File: src/rtl/uart_tx_cfg.sv
// Runtime-configurable UART transmitter: 5-8 data bits, optional even/odd parity,
// 1/1.5/2 stop bits, with a one-entry holding register for back-to-back frames.
module uart_tx_cfg #(
  parameter int unsigned NB_DATA_MAX = 8,
  parameter int unsigned OVERSAMPLE  = 16
) (
  input  logic                   i_clk,
  input  logic                   i_reset_n,
  input  logic                   i_s_tick,
  input  logic                   i_tx_valid,
  input  logic [NB_DATA_MAX-1:0] i_tx_data,
  input  logic [1:0]             i_data_bits,
  input  logic [1:0]             i_parity_mode,
  input  logic [1:0]             i_stop_mode,
  output logic                   o_tx_ready,
  output logic                   o_busy,
  output logic                   o_tx_done_tick,
  output logic                   o_tx
);

  localparam int unsigned CntW = $clog2(2 * OVERSAMPLE);
  // Terminal counts (length - 1) for each phase length.
  localparam logic [CntW-1:0] LastBit    = CntW'(OVERSAMPLE - 1);
  localparam logic [CntW-1:0] LastStop15 = CntW'((3 * OVERSAMPLE) / 2 - 1);
  localparam logic [CntW-1:0] LastStop2  = CntW'(2 * OVERSAMPLE - 1);

  typedef enum logic [2:0] {StIdle, StStart, StData, StParity, StStop} state_e;

  state_e                 state_q, state_d;
  logic [CntW-1:0]        cnt_q, cnt_d;
  logic [2:0]             bit_q, bit_d;
  logic [NB_DATA_MAX-1:0] shift_q, shift_d;
  logic [1:0]             nbits_q, nbits_d;
  logic                   par_en_q, par_en_d;
  logic                   par_bit_q, par_bit_d;
  logic [1:0]             stop_q, stop_d;
  logic                   tx_q, tx_d;
  logic                   done_q, done_d;

  logic                   hold_full_q, hold_full_d;
  logic [NB_DATA_MAX-1:0] hold_data_q;
  logic [1:0]             hold_bits_q, hold_par_q, hold_stop_q;

  logic                   hs, load, phase_end;
  logic [CntW-1:0]        phase_last;
  logic [NB_DATA_MAX-1:0] hold_mask;
  logic [3:0]             hold_len;
  logic                   hold_par_bit;

  assign hs = i_tx_valid & ~hold_full_q;

  // Parity of the queued entry, masked to its own data length.
  always_comb begin
    hold_len = 4'd5 + {2'b00, hold_bits_q};
    hold_mask = '0;
    for (int unsigned i = 0; i < NB_DATA_MAX; i++) begin
      hold_mask[i] = (i < {28'd0, hold_len});
    end
    hold_par_bit = (^(hold_data_q & hold_mask)) ^ (hold_par_q == 2'b10);
  end

  always_comb begin
    state_d   = state_q;
    cnt_d     = cnt_q;
    bit_d     = bit_q;
    shift_d   = shift_q;
    nbits_d   = nbits_q;
    par_en_d  = par_en_q;
    par_bit_d = par_bit_q;
    stop_d    = stop_q;
    done_d    = 1'b0;
    load      = 1'b0;

    phase_last = LastBit;
    if (state_q == StStop) begin
      case (stop_q)
        2'b00:   phase_last = LastBit;
        2'b01:   phase_last = LastStop15;
        default: phase_last = LastStop2;
      endcase
    end
    phase_end = i_s_tick && (cnt_q == phase_last);

    if (state_q != StIdle && i_s_tick) begin
      cnt_d = phase_end ? '0 : cnt_q + 1'b1;
    end

    case (state_q)
      StIdle:  load = hold_full_q;
      StStart: if (phase_end) state_d = StData;
      StData: begin
        if (phase_end) begin
          shift_d = shift_q >> 1;
          // Last active bit index is 4 + nbits.
          if (bit_q == {1'b1, nbits_q}) begin
            bit_d   = '0;
            state_d = par_en_q ? StParity : StStop;
          end else begin
            bit_d = bit_q + 3'd1;
          end
        end
      end
      StParity: if (phase_end) state_d = StStop;
      StStop: begin
        if (phase_end) begin
          done_d = 1'b1;
          if (hold_full_q) load = 1'b1;
          else             state_d = StIdle;
        end
      end
      default: state_d = StIdle;
    endcase

    if (load) begin
      state_d   = StStart;
      cnt_d     = '0;
      bit_d     = '0;
      shift_d   = hold_data_q;
      nbits_d   = hold_bits_q;
      par_en_d  = (hold_par_q == 2'b01) || (hold_par_q == 2'b10);
      par_bit_d = hold_par_bit;
      stop_d    = hold_stop_q;
    end

    case (state_d)
      StStart:  tx_d = 1'b0;
      StData:   tx_d = shift_d[0];
      StParity: tx_d = par_bit_d;
      default:  tx_d = 1'b1;
    endcase

    hold_full_d = load ? 1'b0 : (hs ? 1'b1 : hold_full_q);
  end

  always_ff @(posedge i_clk or negedge i_reset_n) begin
    if (!i_reset_n) begin
      state_q     <= StIdle;
      cnt_q       <= '0;
      bit_q       <= '0;
      shift_q     <= '0;
      nbits_q     <= '0;
      par_en_q    <= 1'b0;
      par_bit_q   <= 1'b0;
      stop_q      <= '0;
      tx_q        <= 1'b1;
      done_q      <= 1'b0;
      hold_full_q <= 1'b0;
      hold_data_q <= '0;
      hold_bits_q <= '0;
      hold_par_q  <= '0;
      hold_stop_q <= '0;
    end else begin
      state_q     <= state_d;
      cnt_q       <= cnt_d;
      bit_q       <= bit_d;
      shift_q     <= shift_d;
      nbits_q     <= nbits_d;
      par_en_q    <= par_en_d;
      par_bit_q   <= par_bit_d;
      stop_q      <= stop_d;
      tx_q        <= tx_d;
      done_q      <= done_d;
      hold_full_q <= hold_full_d;
      if (hs) begin
        hold_data_q <= i_tx_data;
        hold_bits_q <= i_data_bits;
        hold_par_q  <= i_parity_mode;
        hold_stop_q <= i_stop_mode;
      end
    end
  end

  assign o_tx_ready     = ~hold_full_q;
  assign o_busy         = (state_q != StIdle);
  assign o_tx_done_tick = done_q;
  assign o_tx           = tx_q;

endmodule
File: config.mk
export PLATFORM = sky130hd
export DESIGN_NAME = uart_tx_cfg
export DESIGN_NICKNAME = d
export VERILOG_FILES = /design/src/rtl/uart_tx_cfg.sv
export SDC_FILE = /design/constraint.sdc
export NUM_CORES = 1
export LEC_CHECK = 0
export ABC_CLOCK_PERIOD_IN_PS = 4400
export CAP_MARGIN = 25
export CORE_MARGIN = 2
export CORE_UTILIZATION = 35
export CTS_CLUSTER_SIZE = 30
export DETAILED_ROUTE_END_ITERATION = 12
export HOLD_SLACK_MARGIN = 0.06
export SETUP_SLACK_MARGIN = 0.15
export SLEW_MARGIN = 20
export SYNTH_ARGS = -nofsm -noshare
export SYNTH_HDL_FRONTEND = slang
export SYNTH_SLANG_ARGS = --single-unit
File: constraint.sdc
create_clock -name i_clk -period 4.4 [get_ports i_clk]
set_input_delay 0.88 -clock i_clk [delete_from_list [all_inputs] [get_ports i_clk]]
set_output_delay 0.88 -clock i_clk [all_outputs]
set_load 0.1 [all_outputs]
# --- Word level (Yosys, flattened, before mapping) ---
# Cells that the tools add are included.
totals:
  ff_bits: 42
  elab_cells: 85
op_classes:
  addsub: 3
  magnitude_cmp: 8
  n_eq_ne: 12
  muxes: 30
  n_bitwise: 4
  reduce_logical: 12
ops:
  columns: ["op", "count"]
  rows:
  - ["3-bit 2-to-1 mux", 12]
  - ["8-bit 2-to-1 mux", 3]
  - ["5-bit 2-to-1 mux", 4]
  - ["3-bit by 4-bit < comparator with 1-bit output (first input constant)", 4]
  - ["3-bit one-hot mux with 5 select lines", 1]
  - ["3-bit by 2-bit == test with 1-bit output (second input constant)", 4]
  - ["5-bit one-hot mux with 2 select lines", 1]
  - ["8-bit AND", 1]
  - ["1-bit by 4-bit < comparator with 1-bit output (first input constant)", 2]
  - ["2-bit by 4-bit < comparator with 1-bit output (first input constant)", 2]
  - ["2-bit nonzero test", 4]
  - ["8-bit XOR reduction", 1]
  - ["1-bit 2-to-1 mux", 7]
  - ["3-bit by 1-bit == test with 1-bit output (second input constant)", 2]
  - ["5-bit by 1-bit adder with 5-bit output (second input constant)", 1]
  - ["5-bit == test", 1]
  - ["3-bit by 2-bit adder with 4-bit output (first input constant)", 1]
  - ["2-bit by 1-bit == test with 1-bit output (second input constant)", 2]
  - ["3-bit by 1-bit adder with 3-bit output (second input constant)", 1]
  - ["3-bit == test", 1]
  - ["3-bit == test (second input constant)", 1]
  - ["3-bit logical NOT", 1]
  - ["1-bit one-hot mux with 3 select lines", 1]
  - ["3-bit nonzero test", 1]
  - ["9 further kinds", 10]

# --- Logic depth before layout (Yosys ltp) ---
logic_depth:
  ltp_word: 10
  mapped_depth: 8
  mapped_depth_nobuf: 8

# --- Worst setup path before layout ---
# OpenSTA, ideal clock, no wires.
synth_timing:
  path_kind: "in2reg"
  from: "in i_s_tick"
  to: "reg shift_q[2]"
  setup_time_ns: 0.123
  t_arrival_ns: 1.988
  required_time_ns: 4.277
  slack_ns: 2.289
  path_stages: 5
  n_path_buf: 1
  path_cell_list: "o2111ai_1 > nor4_2 > buf_4 > mux2i_1 > o21ai_1"
synth_between:
  elab_chain_cells: 5
synth_lines:
  columns: ["element", "line_no", "source"]
  rows:
  - ["start: declaration", "9", "input logic i_s_tick,"]
  - ["1-bit logical AND (*)", "82", "phase_end = i_s_tick && (cnt_q == phase_last);"]
  - ["1-bit 2-to-1 mux", "105", "if (phase_end) begin"]
  - ["1-bit one-hot mux with 2 select lines", "88", "case (state_q)"]
  - ["2-bit nonzero test (no source line)", null, null]
  - ["2-bit AND reduction (no source line)", null, null]
  - ["end signal: assignment", "156", "shift_q <= shift_d;"]
  - ["end: declaration", "32", "logic [NB_DATA_MAX-1:0] shift_q, shift_d;"]
# Every way passes the cells marked *; elsewhere a longest branch is shown, timed or not.
# A chain may end at the register's enable or synchronous reset.

# --- Final worst setup path ---
layout_timing:
  from: "reg state_q[0]"
  to: "out o_busy"
layout_between:
  elab_chain_cells: 1
layout_lines:
  columns: ["element", "line_no", "source"]
  rows:
  - ["start: declaration", "29", "state_e state_q, state_d;"]
  - ["start signal: assignment", "137", "state_q <= StIdle;"]
  - ["start signal: assignment", "153", "state_q <= state_d;"]
  - ["3-bit nonzero test", "174", "assign o_busy = (state_q != StIdle);"]
  - ["end: declaration", "16", "output logic o_busy,"]
# No other way between the ends.

==> results.json <==
{
  "finalSetupViolations": 0,
  "antennaDiodeCount": 0,
  "post_drt_wl_per_cell_um": 12.99,
  "final_cell_mix": "dfrtp_1 (41), nand2_1 (32), clkdlybuf4s50_1 (20)",
  "ys_warn_count": 0,
  "dr_total_vias": 1415,
  "p_seq_share_pct": 43.3,
  "area_delta_synth_final_pct": 19.31,
  "fp.dieH_um": 80.36,
  "p_comb_share_pct": 40.7,
  "cts_resized": 0,
  "cts_root_buffer": "clkbuf_8",
  "switching_share_pct": 36.85,
  "max_cap_viol_count": 0,
  "drt_iter0_markers": 63,
  "power_per_cell_area_nw_per_um2": 649.4,
  "cts_hold_buffers": 0,
  "start_util_pct": 36.61,
  "min_path_type": "input port to async pin",
  "crit_type": "flop to output port",
  "worst_hold_slack_ps": 452.7,
  "critPathArrivalTime_ps": 2110,
  "num-nets-final": 240,
  "cts_buffers": 5,
  "gp_congestion": 0.8084,
  "clock_power_share_pct": 15.9,
  "vdd_ir_drop_max_v": 0.0003481,
  "grt_max_degree": 43,
  "avgSynthCellArea_um2": 10.52,
  "cp_data_required_time_ps": 3520,
  "fmax_ghz": 0.3348,
  "max_slew.worst_pin.slew_ps": 960.8,
  "multi_input_area_um2": 928.4,
  "p_int_mw": 0.9986,
  "syn_nets": 215,
  "drcViolationCount": 0,
  "clock_path_buffers": 2,
  "rsz0062_at_grt": "no",
  "core_area_um2": 5574,
  "ys_types": 39,
  "cts_setup_buffers": 0,
  "viasPerCell": 4.846,
  "p_leak_nw": 1.023,
  "ys_ff_latch": 42,
  "setup_tns_ps": 0,
  "die_w_um": 80.36,
  "first_pass_iters": 4,
  "crit_path_start_kind": "flop",
  "final_common_cell": "dfrtp_1",
  "port-buffer-count": 21,
  "drt_wl_total_mm": 3.793,
  "regArea_um2": 1052,
  "rows": 27,
  "grt_pass1_wl_mm": 6.382,
  "net-switching-power_mw": 0.5827,
  "final_max_slew_viol_count": 0,
  "min_period_ps": 2987,
  "status": "finished, final reports clean",
  "grt_use_total_pct": 13.01,
  "drive_gt1_share_pct": 14.55,
  "hold_viol": 0,
  "cts_tree": "built",
  "skew_ps": 5.539,
  "ant_nets": 0,
  "clk_latency_ps": 290,
  "dpl.hpwl_mm": 2.636,
  "syn-instance-count": 194,
  "yosysSeqAreaShare_pct": 51.56,
  "ios": 22,
  "first_global_vias": 1316,
  "fill_cells": 527,
  "antenna_found_initial": 0,
  "max-slew-margin-rel_pct": 35.74,
  "dieArea_um2": 6458,
  "critPathMaxFanout": 6,
  "cts.sinks": 42,
  "grt_overflow": 0,
  "worst_setup_path_end_kind": "output port",
  "syn_area_um2": 2041,
  "period_share_pct": 67.88,
  "cts.htree.levels": 2,
  "clk_pin_slew_ps": 80
}
-- per-layer routing --
layer  global-route usage, %  part of all wire (%)  vias to the layer above
met5                       0                     0                        -
met4                   7.119                   1.5                        0
met3                   2.135                   3.3                        5
met2                   18.92                    44                       28
met1                   18.38                    51                      665
li1                        -                     -                      717
-- state kept, by name (all words and copies together), names as in the netlist --
name	count
bit_q	3
cnt_q	5
hold_bits_q	2
hold_data_q	8
hold_full_q	1
hold_par_q	2
hold_stop_q	2
nbits_q	2
o_tx	1
o_tx_done_tick	1
par_bit_q	1
par_en_q	1
shift_q	8
state_q	3
stop_q	2
-- power groups by stage --
stage / sequential [mW] / clock, mW / combinational (mW)
floorplan: 0.684 / 0 / 0.493
global placement: 0.692 / 0 / 0.638
detailed placement: 0.693 / 0 / 0.649
CTS: 0.685 / 0.263 / 0.652
global route: 0.711 / 0.281 / 0.713
finish: 0.685 / 0.252 / 0.644
-- cells by family after synthesis --
| family | Yosys count | synth area share, % |
|---|---|---|
| AO/OA/AOI/OAI | 40 | 12.20 |
| buffers and inverters | 14 | 2.943 |
| adder cells (fa/ha/maj) | 3 | 1.840 |
| AND/OR/NAND/NOR | 63 | 14.78 |
| XOR/XNOR | 9 | 4.537 |
| flip-flops | 42 | 51.56 |
| multiplexers | 23 | 12.14 |
-- Yosys cell counts --
library cell / number / area, um2
and3_1: 1 / 6.260
a311o_1: 1 / 10.01
and3b_1: 1 / 8.760
xnor3_1: 1 / 22.52
o211ai_2: 1 / 12.51
clkbuf_1: 3 / 11.26
buf_4: 1 / 7.510
nand3b_1: 3 / 22.52
xor2_1: 1 / 8.760
a21oi_2: 1 / 8.760
o21a_1: 1 / 7.510
or3_1: 2 / 12.51
or2_2: 1 / 6.260
a21o_1: 3 / 22.52
o21ai_1: 5 / 25.02
nor2_1: 11 / 41.29
mux2i_1: 9 / 90.09
dfstp_2: 1 / 26.28
nor4b_1: 1 / 8.760
mux2_2: 14 / 157.7
ha_1: 3 / 37.54
a21oi_1: 12 / 60.06
o32ai_1: 1 / 8.760
nor4_2: 1 / 12.51
o21ai_0: 10 / 50.05
dfrtp_1: 41 / 1026
nand3_1: 3 / 15.01
nor2b_1: 2 / 12.51
or3b_4: 1 / 11.26
nor3_1: 1 / 5.000
inv_1: 7 / 26.28
nand2b_1: 3 / 18.77
a21o_2: 1 / 8.760
o311a_1: 1 / 10.01
buf_2: 3 / 15.01
nand2_1: 32 / 120.1
o2111ai_1: 2 / 17.52
a21boi_0: 1 / 7.510
xnor2_1: 7 / 61.31
-- stage by stage --
| step | setup slack, ps | total power [mW] | utilization (%) | cells | cell area, um2 |
|---|---|---|---|---|---|
| after floorplan | 2289 | 1.176 | - | 194 | 2041 |
| after global placement | 1623 | 1.331 | 41.71 | 283 | 2325 |
| after detailed placement | 1564 | 1.342 | 41.71 | 283 | 2325 |
| after CTS | 1414 | 1.601 | 43.32 | 291 | 2415 |
| after global routing | 1340 | 1.705 | 43.68 | 292 | 2435 |
| final | 1413 | 1.581 | 43.68 | 292 | 2435 |
-- worst paths after layout --
kind	slack [ps]	end	start	cells past startpoint
max reg2reg	2280	o_tx$_DFF_PN1_	state_q[0]$_DFF_PN0_	6
min in group i_clk	480	par_bit_q$_DFF_PN0_	par_bit_q$_DFF_PN0_	2
min reg2reg	480	par_bit_q$_DFF_PN0_	par_bit_q$_DFF_PN0_	2
min	450	cnt_q[4]$_DFFE_PN0P_	i_reset_n	1
max in group asynchronous	3420	o_tx$_DFF_PN1_	i_reset_n	2
max	1410	o_busy	state_q[0]$_DFF_PN0_	3
-- cell type report --
cell class                      count  share of cell area (%)
Inverter                            7                   1.079
Timing Repair Buffer               25                   10.17
Clock buffer                        8                   3.700
Sequential cell                    42                   43.22
Multi-Input combinational cell    138                   38.13
Tap cell                           72                   3.700
-- critical path, stage by stage, from the launching register on --
cell	delay [ps]
dfrtp_1	440
nor2_1	120
nand2_1	120
clkdlybuf4s50_1	1140
(Power assumes the default switching activity.)
